==> config.mk <==
export PLATFORM = sky130hd
export DESIGN_NAME = diff_logger
export DESIGN_NICKNAME = d
export VERILOG_FILES = /design/src/rtl/diff_logger.sv
export SDC_FILE = /design/constraint.sdc
export NUM_CORES = 1
export LEC_CHECK = 0
export ABC_AREA = 1
export CAP_MARGIN = 20
export CORE_MARGIN = 1
export CORE_UTILIZATION = 35
export DETAILED_ROUTE_END_ITERATION = 8
export PLACE_DENSITY_LB_ADDON = 0.1
export SLEW_MARGIN = 20
export SYNTH_ARGS = -nofsm -noshare
export SYNTH_HDL_FRONTEND = slang
export SYNTH_SLANG_ARGS = --single-unit
==> constraint.sdc <==
create_clock -name clk -period 8.7 [get_ports clk]
set_clock_uncertainty 0.2 [all_clocks]
set_input_delay 1.74 -clock clk [delete_from_list [all_inputs] [get_ports clk]]
set_output_delay 1.74 -clock clk [all_outputs]
set_load 0.01 [all_outputs]
==> src/rtl/diff_logger.sv <==
// diff_logger: downstream checker stage for the arithmetic monitor.
// Counts checked and failing transactions with saturating counters and logs
// the earliest failing diff vectors, tagged with their transaction index, in
// a small FIFO drained through a read handshake. A non-zero ERR_LIMIT freezes
// counting and logging once that many failures have been seen.
// Optional feature macro: DIFF_LOGGER_BITCNT_EN adds o_bit_err, one
// saturating 16-bit failure counter per diff bit.
module diff_logger #(
    parameter int WIDTH     = 32,
    parameter int DEPTH     = 8,
    parameter int CNT_W     = 32,
    parameter int ERR_LIMIT = 0
) (
    input  logic                   clk,
    input  logic                   reset,
    input  logic                   i_mon_ready,
    input  logic [WIDTH-1:0]       i_diff,
    input  logic                   i_clear,
    input  logic                   i_rd_en,
    output logic                   o_rd_valid,
    output logic [CNT_W+WIDTH-1:0] o_rd_data,
    output logic                   o_empty,
    output logic                   o_full,
    output logic                   o_overflow,
    output logic [CNT_W-1:0]       o_chk_cnt,
    output logic [CNT_W-1:0]       o_err_cnt,
    output logic                   o_fail,
    output logic                   o_frozen
`ifdef DIFF_LOGGER_BITCNT_EN
    ,
    output logic [WIDTH*16-1:0]    o_bit_err
`endif
);

    localparam int                AW       = $clog2(DEPTH);
    localparam int                DW       = CNT_W + WIDTH;
    localparam logic [AW:0]       FULL_CNT = (AW+1)'(DEPTH);
    localparam logic [CNT_W-1:0]  LIMIT_C  = CNT_W'(ERR_LIMIT);
    localparam bit                LIMIT_EN = (ERR_LIMIT != 0) ? 1'b1 : 1'b0;

    typedef enum logic [1:0] {
        ST_WAIT   = 2'd0,
        ST_RUN    = 2'd1,
        ST_FREEZE = 2'd2
    } state_t;

    state_t            state_q, state_d;
    logic              sample_s;
    logic              fail_s;
    logic              hit_limit_s;
    logic              pop_s;
    logic              push_s;
    logic              ovf_set_s;

    logic [CNT_W-1:0]  chk_q, chk_d;
    logic [CNT_W-1:0]  err_q, err_d;
    logic [AW:0]       cnt_q, cnt_d;
    logic [AW-1:0]     wr_ptr_q, rd_ptr_q;
    logic [DW-1:0]     mem_q [DEPTH];
    logic [DW-1:0]     rd_data_q;
    logic              rd_valid_q;
    logic              empty_q, full_q, ovf_q, fail_q, frozen_q;

    // FSM state register; reset and soft clear both return to WAIT
    always_ff @(posedge clk) begin
        if (reset || i_clear) begin
            state_q <= ST_WAIT;
        end else begin
            state_q <= state_d;
        end
    end

    // FSM next state: follow the monitor ready flag, lock up once the limit is hit
    always_comb begin
        state_d = state_q;
        case (state_q)
            ST_WAIT: begin
                if (i_mon_ready && hit_limit_s) begin
                    state_d = ST_FREEZE;
                end else if (i_mon_ready) begin
                    state_d = ST_RUN;
                end else begin
                    state_d = ST_WAIT;
                end
            end
            ST_RUN: begin
                if (!i_mon_ready) begin
                    state_d = ST_WAIT;
                end else if (hit_limit_s) begin
                    state_d = ST_FREEZE;
                end else begin
                    state_d = ST_RUN;
                end
            end
            ST_FREEZE: begin
                state_d = ST_FREEZE;
            end
            default: begin
                state_d = ST_WAIT;
            end
        endcase
    end

    // FSM outputs: a diff is sampled whenever the monitor is ready and we are not frozen
    always_comb begin
        sample_s = i_mon_ready && (state_q != ST_FREEZE);
    end

    // Counter and FIFO bookkeeping for the current cycle
    always_comb begin
        fail_s = sample_s && (i_diff != {WIDTH{1'b0}});

        if (sample_s && !(&chk_q)) begin
            chk_d = chk_q + CNT_W'(1);
        end else begin
            chk_d = chk_q;
        end

        if (fail_s && !(&err_q)) begin
            err_d = err_q + CNT_W'(1);
        end else begin
            err_d = err_q;
        end

        hit_limit_s = LIMIT_EN && fail_s && (err_d == LIMIT_C);

        // a pop frees a slot in the same cycle, so a push onto a full FIFO survives it
        pop_s     = i_rd_en && (cnt_q != '0);
        push_s    = fail_s && ((cnt_q != FULL_CNT) || pop_s);
        ovf_set_s = fail_s && !push_s;
        cnt_d     = cnt_q + (AW+1)'(push_s) - (AW+1)'(pop_s);
    end

    // Counters, FIFO pointers, read port and status flags
    always_ff @(posedge clk) begin
        if (reset || i_clear) begin
            chk_q      <= {CNT_W{1'b0}};
            err_q      <= {CNT_W{1'b0}};
            cnt_q      <= {(AW+1){1'b0}};
            wr_ptr_q   <= {AW{1'b0}};
            rd_ptr_q   <= {AW{1'b0}};
            rd_data_q  <= {DW{1'b0}};
            rd_valid_q <= 1'b0;
            empty_q    <= 1'b1;
            full_q     <= 1'b0;
            ovf_q      <= 1'b0;
            fail_q     <= 1'b0;
            frozen_q   <= 1'b0;
        end else begin
            chk_q      <= chk_d;
            err_q      <= err_d;
            cnt_q      <= cnt_d;
            if (push_s) begin
                wr_ptr_q <= wr_ptr_q + AW'(1);
            end
            if (pop_s) begin
                rd_ptr_q  <= rd_ptr_q + AW'(1);
                rd_data_q <= mem_q[rd_ptr_q];
            end
            rd_valid_q <= pop_s;
            empty_q    <= (cnt_d == '0);
            full_q     <= (cnt_d == FULL_CNT);
            ovf_q      <= ovf_q | ovf_set_s;
            fail_q     <= fail_q | fail_s;
            frozen_q   <= (state_d == ST_FREEZE);
        end
    end

    // Log storage: entry is the pre-increment transaction index and the diff
    always_ff @(posedge clk) begin
        if (push_s && !(reset || i_clear)) begin
            mem_q[wr_ptr_q] <= {chk_q, i_diff};
        end
    end

    assign o_rd_valid = rd_valid_q;
    assign o_rd_data  = rd_data_q;
    assign o_empty    = empty_q;
    assign o_full     = full_q;
    assign o_overflow = ovf_q;
    assign o_chk_cnt  = chk_q;
    assign o_err_cnt  = err_q;
    assign o_fail     = fail_q;
    assign o_frozen   = frozen_q;

`ifdef DIFF_LOGGER_BITCNT_EN
    logic [15:0] bit_cnt_q [WIDTH];

    // Per-bit saturating tally of how often each diff bit was set in a sample
    always_ff @(posedge clk) begin
        for (int b = 0; b < WIDTH; b++) begin
            if (reset || i_clear) begin
                bit_cnt_q[b] <= 16'd0;
            end else if (sample_s && i_diff[b] && (bit_cnt_q[b] != 16'hFFFF)) begin
                bit_cnt_q[b] <= bit_cnt_q[b] + 16'd1;
            end
        end
    end

    for (genvar g = 0; g < WIDTH; g++) begin : g_bit_out
        assign o_bit_err[g*16 +: 16] = bit_cnt_q[g];
    end
`endif

endmodule

Yosys cells after proc, flatten, opt, wreduce, memory -nomap -nowiden. Memory sizes are Yosys's and may differ from the RTL's. A register that Yosys moved wholly into a read port is not among the register bits. Index checks and enable logic that the tools add are counted.

Add/subtract/negate cells: 6. Multipliers: 0. Div/mod/pow operators: 0. Magnitude comparators: 0. Equal/unequal tests: 6. Shift operators: 0. Multiplexer cells: 4. Bitwise operators: 2. Reductions and logical operators: 21.

Operators with widths (count): adder 32 x 1 -> 32 bit, second input constant (2); AND reduction 32 bit (2); nonzero test 32 bit (1); logical AND 1 bit (8); adder 3 x 1 -> 3 bit, second input constant (2); adder 4 x 1 -> 4 bit (1); equality test 2 bit, second input constant (2); equality test 4 bit, second input constant (1); logical NOT 1 bit (4); logical NOT 4 bit (1); != test 4 bit, second input constant (1); one-hot mux 2 bit (2 select lines) (1); nonzero test 4 bit (1); subtractor 4 x 1 -> 4 bit (1); 2-to-1 mux 1 bit (3); equality test 2 x 1 -> 1 bit, second input constant (1); logical NOT 2 bit (1); logical OR 1 bit (2); != test 2 bit, second input constant (1); OR 1 bit (2); OR reduction 2 bit (1).

Register bits: 82. Bits in latches: 0. RAM bits: 512. ROM bits: 0. Input port bits: 37. Output and inout port bits: 134. Word-level logic and storage cells: 52. Memories kept: 1.

Memory list: mem_q (depth 8, width 64, read ports 1, clocked after memory_dff 1, wr ports 1, RTL line 59) `logic [DW-1:0] mem_q [DEPTH];`.

Longest topological paths before layout. Gate-level depths: netlist of run 1.

Word-level depth: 7. Mapped depth: 18. Gate-level depth less buffers: 17.

Worst setup path after synthesis of run 1. OpenSTA, ideal clock, no wires.

Path type: in2reg. From: input i_mon_ready. To: memory mem_q[1][0] in the netlist's numbering (enable). Setup time: 487 ps. Arrival: 5212 ps. Required time: 8013 ps. Slack: 2801 ps. Stages: 5. Path buffers: 1. Cell sequence: o21ai_0 buf_2 nor2_2 nand3_1 nor2_1.

Longest elaborated chain between the ends: 6.

Ends and longest elaborated chain: start, declared (RTL line 16) `input logic i_mon_ready,`; logical AND 1 bit (RTL line 106) `sample_s = i_mon_ready && (state_q != ST_FREEZE);`; logical AND 1 bit (RTL line 111) `fail_s = sample_s && (i_diff != {WIDTH{1'b0}});`; logical AND 1 bit (RTL line 129) `push_s = fail_s && ((cnt_q != FULL_CNT) || pop_s);`; logical AND 1 bit (RTL line 171) `if (push_s && !(reset || i_clear)) begin`; 2-to-1 mux 1 bit (RTL line 171); 2-to-1 mux 1 bit (not written as such) (RTL line 172) `mem_q[wr_ptr_q] <= {chk_q, i_diff};`; end, declared (RTL line 59).

No other way between the ends.

Final worst setup path of run 1.
From: input i_diff[15]. To: memory mem_q[5][15] in the netlist's numbering (enable).

Longest elaborated chain between the ends: 6.

Ends and longest elaborated chain: start, declared (RTL line 17) `input logic [WIDTH-1:0] i_diff,`; nonzero test 32 bit (RTL line 111); logical AND 1 bit (RTL line 111); logical AND 1 bit (RTL line 129); logical AND 1 bit (RTL line 171); 2-to-1 mux 1 bit (RTL line 171); 2-to-1 mux 1 bit (not written as such) (RTL line 172).

No other way between the ends.

==> reports/qor.csv, run 1 <==
stage,metric,value,unit
drt,wl_per_cell,18.7,µm
clocking,ctsResizeCount,0,
floorplanning,start_util,35.4,%
floorplanning,rows,101,
drt,viasPerCell,4.91,
floorplanning,die_area,78000,µm²
synth,synth-compound-area-share,12.4,%
floorplanning,dieHeight,279,µm
sta,hold_violations,0,
global_route,track_usage,17.9,%
power_and_ir_drop,p_sw,0.00199,W
power_and_ir_drop,peakVddDrop,0.148,mV
synth,syn-num-nets,2571,
power_and_ir_drop,seq_power_share,45.8,%
synth,syn_area_per_cell,10.7,µm²
global_route,grt_max_degree,172,
synth,synth_mux_area_share,0,%
sta,worst_hold_slack,0.218,ns
power_and_ir_drop,pwr-share-comb,13.5,%
global_route,grt_first_pass_wirelength,107,mm
global_route,grt_antenna_before_repair,0,
global_route,grt-ovfl-total,0,
synth,synth-main-ff-cell,edfxtp_1,
hold_path,hold_class,reg -> reg,
floorplanning,core_area,75900,µm²
clocking,clk_transition_reported_paths,0.06,ns
critical_path,cp.arrival,5.20,ns
sta,fmax,193,MHz
clocking,clock_sinks,657,
drt,drtPass1Iterations,5,
power_and_ir_drop,clkPwrFrac,40.7,%
power_and_ir_drop,swShare,25.8,%
clocking,clk_path_buf_depth,3,
sta,min_period,5.17,ns
sta,fin_crit_sh,59.4,%
sta,maxSlewHeadroom,27.9,%
synth,synth_top_family_by_area,simple AND/OR/NAND/NOR gates,
placement,hpwl,39.9,mm
cells_and_area,drive_gt1_share,6.94,%
power_and_ir_drop,total_power,0.00771,W
cells_and_area,final_common_cell,nor2_1,
placement,gp_congestion,0.797,
power_and_ir_drop,p_leak,10.8,nW
critical_path,critPathMaxFanout,51,
power_and_ir_drop,power.internal,0.00572,W
clocking,tritoncts,built,
power_and_ir_drop,p_per_area,241,nW/µm²
synth,netlist_area,26900,µm²
synth,ys_seq_elements,657,
placement,port_buffers,170,
clocking,ctsHoldBuffers,0,
sta,worst_pin_slew,1.08,ns
clocking,htreeDepth,3,
synth,synth-simple-area-share,14.2,%
critical_path,path_class,in -> reg,
clocking,cts_buffers,75,
sta,slew_violations,0,
synth,yosys_warnings,0,
floorplanning,die_w,279,µm
global_route,grt_pass1_vias,17872,
sta,setup_tns,0,ns
drt,vias,18445,
status,outcome,"finished, final reports clean",
critical_path,endpoint_kind,flip-flop,
drt,drtIter0Drc,1307,
cells_and_area,area_growth,19.0,%
clocking,cts_root_buf,clkbuf_16,
sta,setup-violations-final,0,
synth,synth_fa_ha_area_share,0.539,%
synth,synth.distinct_cells,37,
synth,seq_area_frac_synth,67.9,%
synth,synth-edff-count,512,
cells_and_area,layout.nets,2713,
synth,async_flop_share,0,%
sta,rsz0062_at_grt,no,
drt,finalWirelength,70.1,mm
critical_path,required,8.73,ns
clocking,postCtsSetupBuffers,0,
clocking,clk_latency,0.61,ns
critical_path,cp-start-kind,input pin,
floorplanning,num_io_pins,171,
drt,remaining_drc_errors,0,
synth,netlist_instances,2523,
drt,final_antenna_net_count,0,
synth,synthXorXnorAreaFrac,0.749,%
cells_and_area,final_cell_mix,"nor2_1, edfxtp_1, o21ai_0",
run,maxCapViolations,0,
cells_and_area,insertedDiodeCount,0,
## registers in the layout, indices dropped and copies added (netlist names), 2 cells and up
name,cells
o_chk_cnt,32
cnt_q,4
o_err_cnt,32
state_q,2
mem_q,512
wr_ptr_q,3
o_rd_data,64
rd_ptr_q,3
## through the flow
| step | cells | util (%) | instance area (µm²) | worst slack, ns |
|---|---|---|---|---|
| global placement | 3617 | 38.9 | 29500 | 2.86 |
| floorplan | 2523 | - | 26900 | 2.80 |
| CTS | 3753 | 42.1 | 32000 | 3.44 |
| detailed placement | 3617 | 38.9 | 29500 | 2.81 |
| global route | 3754 | 42.2 | 32000 | 3.23 |
| finish | 3754 | 42.2 | 32000 | 3.53 |
## power groups by stage
stage	Clock, W	Combinational, W	Sequential [W]
global route	0.00334	0.00118	0.00354
CTS	0.00322	0.00104	0.00355
floorplan	0	0.000654	0.00359
finish	0.00314	0.00104	0.00353
global placement	0	0.00103	0.00361
detailed placement	0	0.00104	0.00361
## final timing paths
path	startpoint	end	slack, ns	depth (start not counted)
setup / recovery	i_diff[15]	mem_q[5][15]$_DFFE_PP_	3.53	10
setup reg to reg	cnt_q[2]$_SDFF_PP0_	mem_q[2][60]$_DFFE_PP_	4.99	10
hold / removal	state_q[0]$_SDFF_PP0_	state_q[1]$_SDFF_PP0_	0.22	1
hold reg to reg	state_q[0]$_SDFF_PP0_	state_q[1]$_SDFF_PP0_	0.22	1
## Yosys cell counts, types with 12 or more instances
master | number | share of area [%]
dfxtp_1 | 145 | 11
o21ai_1 | 138 | 2.6
nor2_1 | 581 | 8.1
edfxtp_1 | 512 | 57
xor2_1 | 21 | 0.68
clkbuf_1 | 68 | 0.95
nand3_1 | 58 | 1.1
buf_1 | 17 | 0.24
nand4_1 | 12 | 0.28
buf_2 | 29 | 0.54
nand2_1 | 257 | 3.6
o21ai_0 | 322 | 6.0
o211ai_1 | 63 | 1.8
a21oi_1 | 91 | 1.7
inv_1 | 107 | 1.5
buf_4 | 13 | 0.36
## worst max-delay path, cell delays in order
cell and delay, ns:
clkdlybuf4s50_1 0.63, nor2_1 0.11, nand2_1 0.14, nor2_1 0.09
nand2_1 0.15, nor2_1 0.09, nor2_2 0.40, nand3_1 0.46
nor2_4 0.53, buf_4 0.80
## logic make-up after synthesis
kind of cell / after synthesis
fa+ha+maj: 11
simple gates: 946
xor+xnor: 23
flops: 657
buf+inv: 259
compound gates: 627
## final cells by class
class                   instances  area [µm²]
inverters                     122         473
clock buffers                 105        2140
flip-flops and latches        657       18300
multi-input cells            1607        7560
well taps                    1030        1290
fillers                      7172       43900
clock inverters                31         312
repair buffers                202        1950
## routing by layer
metal  vias to the layer above  wire length (µm)  track usage, %
met5                         -                 0               0
met4                         0              1340            5.38
met3                        81              2670            2.47
met2                       327             32800            29.2
met1                      9009             33300            24.6
li1                       9028                 -               -
No activity file was read; power rests on OpenSTA's default activity.
==> run 2, diff against run 1 <==
clock period = 5.1 ns   (was 8.7 ns; I/O delays follow)
==> reports/qor.csv, run 2 (synthesis gave the netlist of run 1 again) <==
stage,metric,value,unit
placement,hpwl,40.7,mm
clocking,cts_buffers,73,
critical_path,cp-start-kind,input pin,
sta,worst_pin_slew,0.816,ns
sta,maxSlewHeadroom,45.6,%
sta,setup-violations-final,0,
critical_path,required,5.13,ns
placement,place_ws,0.561,ns
clocking,htreeDepth,3,
status,outcome,"finished, final reports clean",
cells_and_area,instances_no_fill,3759,
global_route,grt_max_degree,172,
critical_path,critPathBufInv,2,
hold_path,hold_class,reg -> reg,
critical_path,crit_top_cell,nor2_1,
clocking,tritoncts,built,
clocking,clk_transition_reported_paths,0.05,ns
global_route,grt_pass1_vias,18128,
cells_and_area,final_area,32200,µm²
critical_path,crit_family,simple AND/OR/NAND/NOR gates,
sta,setup_tns,0,ns
floorplanning,rows,101,
global_route,grt_first_pass_wirelength,109,mm
critical_path,slowest_stage,clkdlybuf4s50_1,
run,maxCapViolations,0,
sta,fin_crit_sh,76.3,%
global_route,track_usage,18.2,%
cells_and_area,area_growth,19.5,%
floorplanning,start_util,35.4,%
critical_path,path_class,in -> reg,
sta,worst_slack,1.21,ns
hold_path,hold_start,state_q[0]$_SDFF_PP0_,
floorplanning,num_io_pins,171,
sta,rsz0062_at_grt,no,
drt,remaining_drc_errors,0,
critical_path,critPathMaxFanout,26,
clocking,cts_root_buf,clkbuf_16,
clocking,clk_latency,0.62,ns
clocking,ctsHoldBuffers,0,
floorplanning,dieHeight,279,µm
clocking,clk_path_buf_depth,3,
global_route,grt_antenna_before_repair,1,
cells_and_area,layout.nets,2715,
cells_and_area,largest_register_ff_count,512,
drt,wl_per_cell,18.9,µm
critical_path,r2r_start,cnt_q[2]$_SDFF_PP0_,
sta,hold_violations,0,
placement,dp.cells,3621,
power_and_ir_drop,peakVddDrop,0.237,mV
cells_and_area,final-seq-area,18300,µm²
critical_path,cpPeakStageDelay,0.72,ns
cells_and_area,fill_cells,7164,
floorplanning,die_area,78000,µm²
drt,drtPass1Iterations,5,
placement,gp_congestion,0.779,
power_and_ir_drop,p_per_area,404,nW/µm²
cells_and_area,multi_input_area,7560,µm²
placement,dpl-instance-area,29800,µm²
clocking,ctsResizeCount,0,
drt,vias,18453,
cells_and_area,final_common_cell,nor2_1,
power_and_ir_drop,power.internal,0.00958,W
critical_path,cp.arrival,3.92,ns
global_route,grt-ovfl-total,0,
sta,min_period,3.89,ns
sta,slew_violations,0,
critical_path,crit_start,i_diff[9],
clocking,postCtsSetupBuffers,0,
power_and_ir_drop,pwr-share-comb,13.6,%
floorplanning,die_w,279,µm
power_and_ir_drop,clkPwrFrac,40.0,%
critical_path,endpoint_kind,flip-flop,
sta,fmax,257,MHz
drt,finalWirelength,70.9,mm
critical_path,path_cells,clkdlybuf4s50_1 -> nor2_1 -> nand3_1 -> nor2_1 -> nand2_1 -> nor2_1 -> nor2_2 -> nand3_1 -> nor2_4 -> buf_4,
clocking,clock_sinks,657,
floorplanning,core_area,75900,µm²
cells_and_area,drive_gt1_share,6.85,%
drt,final_antenna_net_count,0,
power_and_ir_drop,p_leak,10.8,nW
power_and_ir_drop,seq_power_share,46.4,%
placement,port_buffers,170,
drt,drtIter0Drc,1156,
power_and_ir_drop,p_sw,0.00341,W
cells_and_area,final_cell_mix,"nor2_1, edfxtp_1, o21ai_0",
sta,worst_hold_slack,0.219,ns
drt,viasPerCell,4.91,
cells_and_area,top_register,mem_q,
power_and_ir_drop,swShare,26.3,%
run 2: cell count changes in the layout (fill, tap and decap cells not counted), sizes merged:
cell      change
clkinv        +7
buf           +4
clkbuf        -3
inv           -3
bufinv        -2
clkinvlp      +1
diode         +1
run 2: final timing paths:
kind | slack, ns | cells after the start | end
setup reg to reg | 2.16 | 10 | mem_q[6][4]$_DFFE_PP_
setup / recovery | 1.21 | 10 | mem_q[3][5]$_DFFE_PP_
hold / removal | 0.22 | 1 | state_q[1]$_SDFF_PP0_
hold reg to reg | 0.22 | 1 | state_q[1]$_SDFF_PP0_
run 2: routing by layer:
metal  vias to the layer above  track usage, %  part of all wire (%)
met5                         -               0                     0
li1                       9043               -                     -
met2                       332            30.3                    48
met3                        84            2.95                   4.3
met4                         0            4.96                   1.8
met1                      8994            24.5                    46
run 2: power by group through the flow:
| stage | logic [W] | registers, W | clock network [W] |
|---|---|---|---|
| after global placement | 0.00178 | 0.00614 | 0 |
| after floorplan | 0.00112 | 0.00613 | 0 |
| after detailed placement | 0.00179 | 0.00615 | 0 |
| after CTS | 0.00180 | 0.00604 | 0.00534 |
| final | 0.00176 | 0.00603 | 0.00520 |
| after global routing | 0.00201 | 0.00605 | 0.00555 |
run 2: stage by stage:
stage	utilization (%)	power [W]
finish	42.3	0.0130
global route	42.3	0.0136
CTS	42.3	0.0132
detailed placement	39.2	0.00794
global placement	39.2	0.00792
floorplan	-	0.00725
run 2: cell type report:
| cell class | instances | share of cell area, % |
|---|---|---|
| Timing Repair Buffer | 206 | 6.74 |
| Multi-Input combinational cell | 1607 | 23.5 |
| Sequential cell | 657 | 56.9 |
| Clock buffer | 102 | 6.44 |
| Clock inverter | 34 | 0.953 |
| Antenna cell | 1 | 0.00778 |
| Inverter | 122 | 1.47 |
| Tap cell | 1030 | 4.01 |
